File: src/rtl/spline_interp_eval.sv
// Spline evaluator: y = sat(round(sum_k u[k]*q[j+k]) >> QP) over a
// clamped span j, with a writable bank of Q control points.
//
// Ports:
//   clk, reset (async, active-low)
//   in_valid/in_ready, u_vec_C_packed, span_ind : basis vector and span in
//   out_valid/out_ready, y_out, span_out, span_oob : result out
//   cp_we, cp_addr, cp_wdata : control-point write port
module spline_interp_eval #(
   parameter int WIDTH      = 16,
   parameter int Q_ORD      = 4,
   parameter int QP         = 12,
   parameter int Q          = 13,
   parameter int DelX_inv   = 2,
   parameter int SPAN_WIDTH = 5
) (
   input  logic                     clk,
   input  logic                     reset,
   input  logic                     in_valid,
   output logic                     in_ready,
   input  logic [Q_ORD*WIDTH-1:0]   u_vec_C_packed,
   input  logic [SPAN_WIDTH-1:0]    span_ind,
   output logic                     out_valid,
   input  logic                     out_ready,
   output logic [WIDTH-1:0]         y_out,
   output logic [SPAN_WIDTH-1:0]    span_out,
   output logic                     span_oob,
   input  logic                     cp_we,
   input  logic [SPAN_WIDTH-1:0]    cp_addr,
   input  logic [WIDTH-1:0]         cp_wdata
);

   localparam int KW   = (Q_ORD > 1) ? $clog2(Q_ORD) : 1;
   localparam int AW   = 2*WIDTH + 2;
   localparam int JMAX = Q - Q_ORD;

   localparam logic [1:0] IDLE = 2'd0;
   localparam logic [1:0] MAC  = 2'd1;
   localparam logic [1:0] OUT  = 2'd2;

   localparam logic signed [AW:0] RND_C = (AW+1)'(1 << (QP-1));
   localparam logic signed [AW:0] Y_MAX = (AW+1)'((1 << (WIDTH-1)) - 1);
   localparam logic signed [AW:0] Y_MIN = (AW+1)'(-(1 << (WIDTH-1)));

   logic [1:0]                state;
   logic [KW-1:0]             k;
   logic [Q_ORD*WIDTH-1:0]    u_reg;
   logic signed [AW-1:0]      acc;
   logic signed [WIDTH-1:0]   q [Q];

   logic                      oob_c;
   logic [SPAN_WIDTH-1:0]     j_c;
   logic [SPAN_WIDTH:0]       idx;
   logic signed [WIDTH-1:0]   cp_sel;
   logic signed [WIDTH-1:0]   u_sel;
   logic signed [2*WIDTH-1:0] prod;
   logic signed [AW-1:0]      acc_nxt;
   logic signed [AW:0]        rnd;
   logic signed [AW:0]        shf;
   logic [WIDTH-1:0]          y_sat;
   logic                      cp_wr_ok;

   assign in_ready  = (state == IDLE);
   assign out_valid = (state == OUT);

   assign oob_c = ({1'b0, span_ind} > (SPAN_WIDTH+1)'(JMAX));
   assign j_c   = oob_c ? SPAN_WIDTH'(JMAX) : span_ind;

   // span_out doubles as the registered base index j
   assign idx = {1'b0, span_out} + (SPAN_WIDTH+1)'(k);

   always_comb begin
      cp_sel = '0;
      for (int i = 0; i < Q; i++)
         if (idx == (SPAN_WIDTH+1)'(i))
            cp_sel = q[i];
   end

   always_comb begin
      u_sel = '0;
      for (int i = 0; i < Q_ORD; i++)
         if (k == KW'(i))
            u_sel = u_reg[WIDTH*i +: WIDTH];
   end

   assign prod    = u_sel * cp_sel;
   assign acc_nxt = acc + AW'(prod);

   // round half up, then arithmetic shift; one extra bit keeps the
   // rounding add from wrapping
   assign rnd = (AW+1)'(acc_nxt) + RND_C;
   assign shf = rnd >>> QP;

   always_comb begin
      y_sat = shf[WIDTH-1:0];
      if (shf > Y_MAX)
         y_sat = Y_MAX[WIDTH-1:0];
      else if (shf < Y_MIN)
         y_sat = Y_MIN[WIDTH-1:0];
   end

   assign cp_wr_ok = cp_we &&
      ({1'b0, cp_addr} < (SPAN_WIDTH+1)'(Q));

   // control points reset to an identity line centred on the middle index
   always_ff @(posedge clk or negedge reset) begin
      if (!reset) begin
         for (int i = 0; i < Q; i++)
            q[i] <= WIDTH'((i - (Q+1)/2) * (1 << (QP-DelX_inv)));
      end else begin
         for (int i = 0; i < Q; i++)
            if (cp_wr_ok && cp_addr == SPAN_WIDTH'(i))
               q[i] <= cp_wdata;
      end
   end

   always_ff @(posedge clk or negedge reset) begin
      if (!reset) begin
         state    <= IDLE;
         k        <= '0;
         u_reg    <= '0;
         acc      <= '0;
         y_out    <= '0;
         span_out <= '0;
         span_oob <= 1'b0;
      end else begin
         case (state)
            IDLE: begin
               if (in_valid) begin
                  u_reg    <= u_vec_C_packed;
                  span_out <= j_c;
                  span_oob <= oob_c;
                  acc      <= '0;
                  k        <= '0;
                  state    <= MAC;
               end
            end
            MAC: begin
               acc <= acc_nxt;
               if (k == KW'(Q_ORD-1)) begin
                  y_out <= y_sat;
                  state <= OUT;
               end else begin
                  k <= k + KW'(1);
               end
            end
            OUT: begin
               if (out_ready)
                  state <= IDLE;
            end
            default: state <= IDLE;
         endcase
      end
   end

endmodule

File: config.mk
export PLATFORM = sky130hd
export DESIGN_NAME = spline_interp_eval
export DESIGN_NICKNAME = d
export VERILOG_FILES = /design/src/rtl/spline_interp_eval.sv
export SDC_FILE = /design/constraint.sdc
export NUM_CORES = 2
export LEC_CHECK = 0
export ABC_AREA = 1
export ABC_CLOCK_PERIOD_IN_PS = 16300
export BUFFER_PORTS_ARGS = -buffer_cell sky130_fd_sc_hd__buf_2
export CORE_MARGIN = 3
export CORE_UTILIZATION = 60
export DETAILED_ROUTE_END_ITERATION = 10
export PLACE_DENSITY = 0.87
export SLEW_MARGIN = 20
export SYNTH_ARGS = -nofsm -noshare
export SYNTH_HDL_FRONTEND = slang
export SYNTH_SLANG_ARGS = --single-unit
export TNS_END_PERCENT = 5
File: constraint.sdc
create_clock -name clk -period 16.3 [get_ports clk]
set_input_delay 0.815 -clock clk [delete_from_list [all_inputs] [get_ports clk]]
set_output_delay 0.815 -clock clk [all_outputs]
set_load 0.05 [all_outputs]
# Word-level counts from Yosys, hierarchy flattened
# Index checks and enable logic that the tools add are counted.
# totals
ff_bits	332
elab_cells	115
# op_classes
n_addsub	4
multipliers	1
n_lt_le_gt_ge	4
eq_ne	33
mux	29
reduce_logical	24
# ops
operator	n
2-to-1 mux 16 bit	19
case mux 34 bit (2 select lines)	1
adder 34 x 13 -> 35 bit, second input constant	1
adder 34 x 32 -> 34 bit	1
2-to-1 mux 34 bit	1
multiplier 16 x 16 -> 32 bit	1
equality test 6 x 4 -> 1 bit, second input constant	5
equality test 5 x 4 -> 1 bit, second input constant	5
equality test 6 x 3 -> 1 bit, second input constant	4
> comparator 23 x 16 -> 1 bit, second input constant	1
< comparator 23 x 16 -> 1 bit, second input constant	1
equality test 5 x 3 -> 1 bit, second input constant	4
logical AND 1 bit	14
equality test 6 x 2 -> 1 bit, second input constant	2
equality test 5 x 2 -> 1 bit, second input constant	2
2-to-1 mux 2 bit	5
adder 5 x 2 -> 6 bit	1
equality test 2 bit, second input constant	3
equality test 6 x 1 -> 1 bit, second input constant	1
zero test 6 bit	1
!= test 2 bit, second input constant	3
case mux 2 bit (3 select lines)	1
AND reduction 2 bit	3
AND reduction 3 bit	2
other kinds (11)	13

# Logic depth before layout (Yosys ltp)
# logic_depth
depth_word	21
mapped_depth	59
depth_no_buf	58

# Worst setup path before layout
# OpenSTA, ideal clock, no wires.
# synth_path
path_type	register to register
from	reg span_out[0]
to	reg y_out[0]
arrival_time_ns	8.998
required_ns	16.182
setup_slack_ns	7.185
path_stages_with_launch	51
cell_sequence	dfrtp_1 -> ha_1 -> inv_1 -> fa_1 -> xnor2_4 -> nor2_4 -> nand3_1 -> inv_2 -> buf_4 -> a221oi_1 -> o211ai_1 -> o21ai_0 -> o2111ai_1 -> o21ai_1 -> nand2_1 -> nand2_1 -> nor2_1 -> fa_1 -> [15 not listed] -> nand2_1 -> nand2_1 -> nand2_1 -> nor2_1 -> nand2_1 -> nor2_1 -> nand3_1 -> nand2_1 -> nand2_1 -> inv_1 -> nand2_1 -> nor2_2 -> nand3_2 -> nand2_4 -> buf_6 -> nand2_1 -> nand2_1 -> nand2_1
# synth_between
elab_chain_cells	21
elab_cells_between_ends	34
# synth_rtl
element	line	rtl
start, declared	26	output logic [SPAN_WIDTH-1:0] span_out,
start signal, assigned	131	span_out <= j_c;
adder 5 x 2 -> 6 bit (*)	70	assign idx = {1'b0, span_out} + (SPAN_WIDTH+1)'(k);
zero test 6 bit	75	if (idx == (SPAN_WIDTH+1)'(i))
2-to-1 mux 16 bit (12 in series)	75	
2-to-1 mux 16 bit (*)	75	
multiplier 16 x 16 -> 32 bit (*)	86	assign prod = u_sel * cp_sel;
adder 34 x 32 -> 34 bit (*)	87	assign acc_nxt = acc + AW'(prod);
adder 34 x 13 -> 35 bit (*)	91	assign rnd = (AW+1)'(acc_nxt) + RND_C;
< comparator 23 x 16 -> 1 bit	98	else if (shf < Y_MIN)
2-to-1 mux 16 bit	98	
2-to-1 mux 16 bit (*)	96	if (shf > Y_MAX)
end signal, assigned	141	y_out <= y_sat;
end, declared	25	output logic [WIDTH-1:0] y_out,
# Mark *: on every way between the ends. The rest lies on a longest branch, timed or not.
# A chain may end at the register's enable or synchronous reset.

# Final worst setup path
# layout_path
from	reg k[0]
to	reg y_out[0]
# layout_between
elab_chain_cells	21
elab_cells_between_ends	43
# layout_rtl
element	line	rtl
start, declared	46	logic [KW-1:0] k;
start signal, assigned	144	k <= k + KW'(1);
adder 5 x 2 -> 6 bit	70	
zero test 6 bit	75	
2-to-1 mux 16 bit (13 in series)	75	
multiplier 16 x 16 -> 32 bit	86	
adder 34 x 32 -> 34 bit	87	
adder 34 x 13 -> 35 bit	91	
< comparator 23 x 16 -> 1 bit	98	
2-to-1 mux 16 bit	98	
2-to-1 mux 16 bit	96	
# Parallel ways exist; a longest one is shown, timed or not.

==> load_flow_metrics.sql <==
INSERT INTO impl_metrics (metric_group, metric, value, unit) VALUES
('outcome', 'status', 'completed', ''),
('yosys', 'post-synth-top-area-cell', 'dfrtp_1', ''),
('grt', 'via_count_of_the_first_global_routing_pass', '23900', ''),
('grt', 'grt_antenna_before_repair', '1', ''),
('timing', 'count_of_final_hold_check_violations', '0', ''),
('timing', 'worst_clock_skew', '0.0289', 'ns'),
('grt', 'track_usage', '0.330', ''),
('clock_network', 'clock_tree.root_cell', 'clkbuf_16', ''),
('finish', 'drive_gt1_frac', '0.0999', ''),
('floorplan', 'floorplan.io_pins', '119', ''),
('critical_path', 'worst_path_most_repeated_cell', 'inv_1', ''),
('yosys', 'synth.distinct_cells', '52', ''),
('critical_path', 'critical_path.slowest_cell', 'nor2_1', ''),
('timing', 'shortest_period_the_worst_path_allows', '11.68', 'ns'),
('timing', 'totalNegativeSetupSlack', '0', 'ns'),
('grt', 'grt_start_max_net_pins', '135', ''),
('critical_path', 'timing.critical_path.slowest_cell_delay', '0.81', 'ns'),
('yosys', 'synth.top_cells.by_count', 'nand2_1 (863), inv_1 (531), fa_1 (307), dfrtp_1 (292), nor2_1 (258)', ''),
('floorplan', 'placeableCoreArea', '44700', 'sq um'),
('floorplan', 'die_x', '220', 'um'),
('timing', 'finalCritPeriodShare', '0.717', ''),
('flow_run', 'cap_violations', '0', ''),
('placed_design', 'place_hpwl', '58400', 'um'),
('route', 'route.vias.total', '23800', ''),
('grt', 'grt_remaining_overflow', '0', ''),
('clock_network', 'worstSkewPairLatency', '0.58', 'ns'),
('yosys', 'async_flop_share', '1.00', ''),
('yosys', 'postSynthRegisterBits', '332', ''),
('yosys', 'synth.most_common_cell', 'nand2_1', ''),
('yosys', 'mappedNetlistNets', '3895', ''),
('route', 'detail_route.drc_violations', '0', ''),
('grt', 'wire_length_of_the_first_global_routing_pass', '125000', 'um'),
('yosys', 'synth_top_area_share', '0.266', ''),
('timing', 'final_number_of_setup_violating_endpoints', '0', ''),
('critical_path', 'worst-path-max-fanout', '15', ''),
('finish', 'largest_reg_flops', '208', ''),
('clock_network', 'cts_post_setup_buffers_inserted', '0', ''),
('yosys', 'syn_avg_cell_area', '8.11', 'sq um'),
('route', 'initialDrtViolationCount', '2990', ''),
('placed_design', 'globalplace.congestion', '1.05', ''),
('timing', 'worstMarginPinSlew', '1.08', 'ns'),
('critical_path', 'worst-r2r-setup-slack', '4.62', 'ns'),
('finish', 'layout-area-overhead-vs-synth', '8.62', '%'),
('timing', 'final-max-slew-violation-count', '0', ''),
('route', 'wl', '77300', 'um'),
('floorplan', 'placementRows', '77', ''),
('route', 'drt_pass1_iterations', '6', ''),
('clock_network', 'cts_num_sinks', '332', ''),
('timing', 'max_clock_freq', '0.0856', 'GHz'),
('yosys', 'syn-instance-count', '3385', ''),
('timing', 'slack_of_the_critical_path', '4.62', 'ns'),
('yosys', 'syn_area', '27400', 'sq um'),
('clock_network', 'cts_made_buffers', '36', ''),
('floorplan', 'initial_utilization', '0.614', ''),
('critical_path', 'crit_arrival', '12.18', 'ns'),
('critical_path', 'cp-end-kind', 'register', ''),
('critical_path', 'crit_path_start_kind', 'register', ''),
('finish', 'nets', '3958', ''),
('critical_path', 'worst-endpoint-required', '16.80', 'ns'),
('placed_design', 'place.port_buffers', '118', ''),
('route', 'final_antenna_net_count', '0', ''),
('clock_network', 'maximum_buffer_depth_of_the_clock_tree', '3', ''),
('hold_path', 'hold_class', 'in -> async', ''),
('clock_network', 'hold_fix_buffers_at_cts', '0', ''),
('floorplan', 'dieArea', '48300', 'sq um'),
('clock_network', 'clkSlewWorstSetupHoldPaths', '0.06', 'ns'),
('yosys', 'synth.yosys.seq_area_share', '0.305', ''),
('timing', 'maxSlewHeadroom', '0.280', ''),
('critical_path', 'worst_setup_path_class', 'reg -> reg', ''),
('yosys', 'synth_flop_cell', 'dfrtp_1', ''),
('floorplan', 'chipHeight', '220', 'um'),
('placed_design', 'placement.setup.worst_slack', '4.98', 'ns'),
('route', 'vias_per_cell', '5.86', ''),
('yosys', 'yosys-top-cells-area', 'dfrtp_1 (27%), fa_1 (22%), nand2_1 (12%)', ''),
('route', 'wl_per_cell', '19.0', 'um'),
('clock_network', 'cts.htree.levels', '2', ''),
('timing', 'rsz0062_at_grt', 'no', ''),
('yosys', 'synth-edff-count', '0', ''),
('clock_network', 'post_cts_resized', '0', ''),
('clock_network', 'cts_tree', 'yes', ''),
('yosys', 'yosys_warnings', '0', '');
==> final cells by class <==
cell class | instances | area, sq um
tap | 592 | 741
sequential | 332 | 8360
clock inverter | 9 | 165
inverter | 557 | 2090
fill | 3500 | 14900
multi-input combinational | 2368 | 16500
antenna | 1 | 2.50
timing repair buffer | 153 | 880
clock buffer | 54 | 1070
==> logic make-up after synthesis <==
group                    Yosys count  synth area share
AND/OR/NAND/NOR                 1468             0.226
buffers and inverters            685            0.0954
AO/OA/AOI/OAI                    457            0.0910
adder cells (fa/ha/maj)          415             0.273
flip-flops                       332             0.305
XOR/XNOR                          28            0.0102
==> worst paths after layout <==
path                          endpoint  depth (start not counted)  startpoint
max in group asynchronous      acc[26]                          3       reset
min                        span_out[2]                          1       reset
min in group clk              state[1]                          2   out_ready
max reg2reg                   y_out[0]                         51        k[0]
min reg2reg                  y_out[13]                          2   y_out[13]
max                           y_out[0]                         51        k[0]
==> per-stage QoR <==
stage                     instance area, sq um  hold slack [ns]  utilization  cells
after CTS                                29800            0.374        0.666   4064
after floorplan                          27400            0.446            -   3385
after global routing                     29800            0.410        0.667   4066
after detailed placement                 28500            0.463        0.639   4001
final                                    29800            0.295        0.667   4066
after global placement                   28500            0.460        0.639   4001
==> layout by cell type (no fill, tap or decap), types with 14 or more instances in the layout <==
master and n:
buf_4 33, dfstp_2 40, nand4_1 44, nand2_1 862, nand2_2 25, a22oi_1 15
a21oi_1 134, inv_1 529, inv_2 16, fa_1 307, nor2_1 254, xor2_1 14
clkbuf_16 37, dfrtp_1 292, nand3_1 211, ha_1 107, buf_2 117, nor2_2 27
o21ai_0 251
==> layer usage <==
layer	up-vias	wire length [um]	GRT usage
li1	10700	-	-
met1	11500	30100	0.448
met2	1406	34300	0.498
met5	-	0	0
met3	275	8830	0.0854
met4	0	4070	0.160
==> critical path: cells and delay by family (launching register included) <==
family | cells | cell delay (ns)
flops | 1 | 0.40
compound gates | 3 | 0.44
simple gates | 27 | 4.92
buf+inv | 12 | 1.59
fa+ha+maj | 9 | 4.25
Power is left out: the tool's default activity adds up to more than one toggle a clock period on the data nets, which glitch-free logic cannot reach.
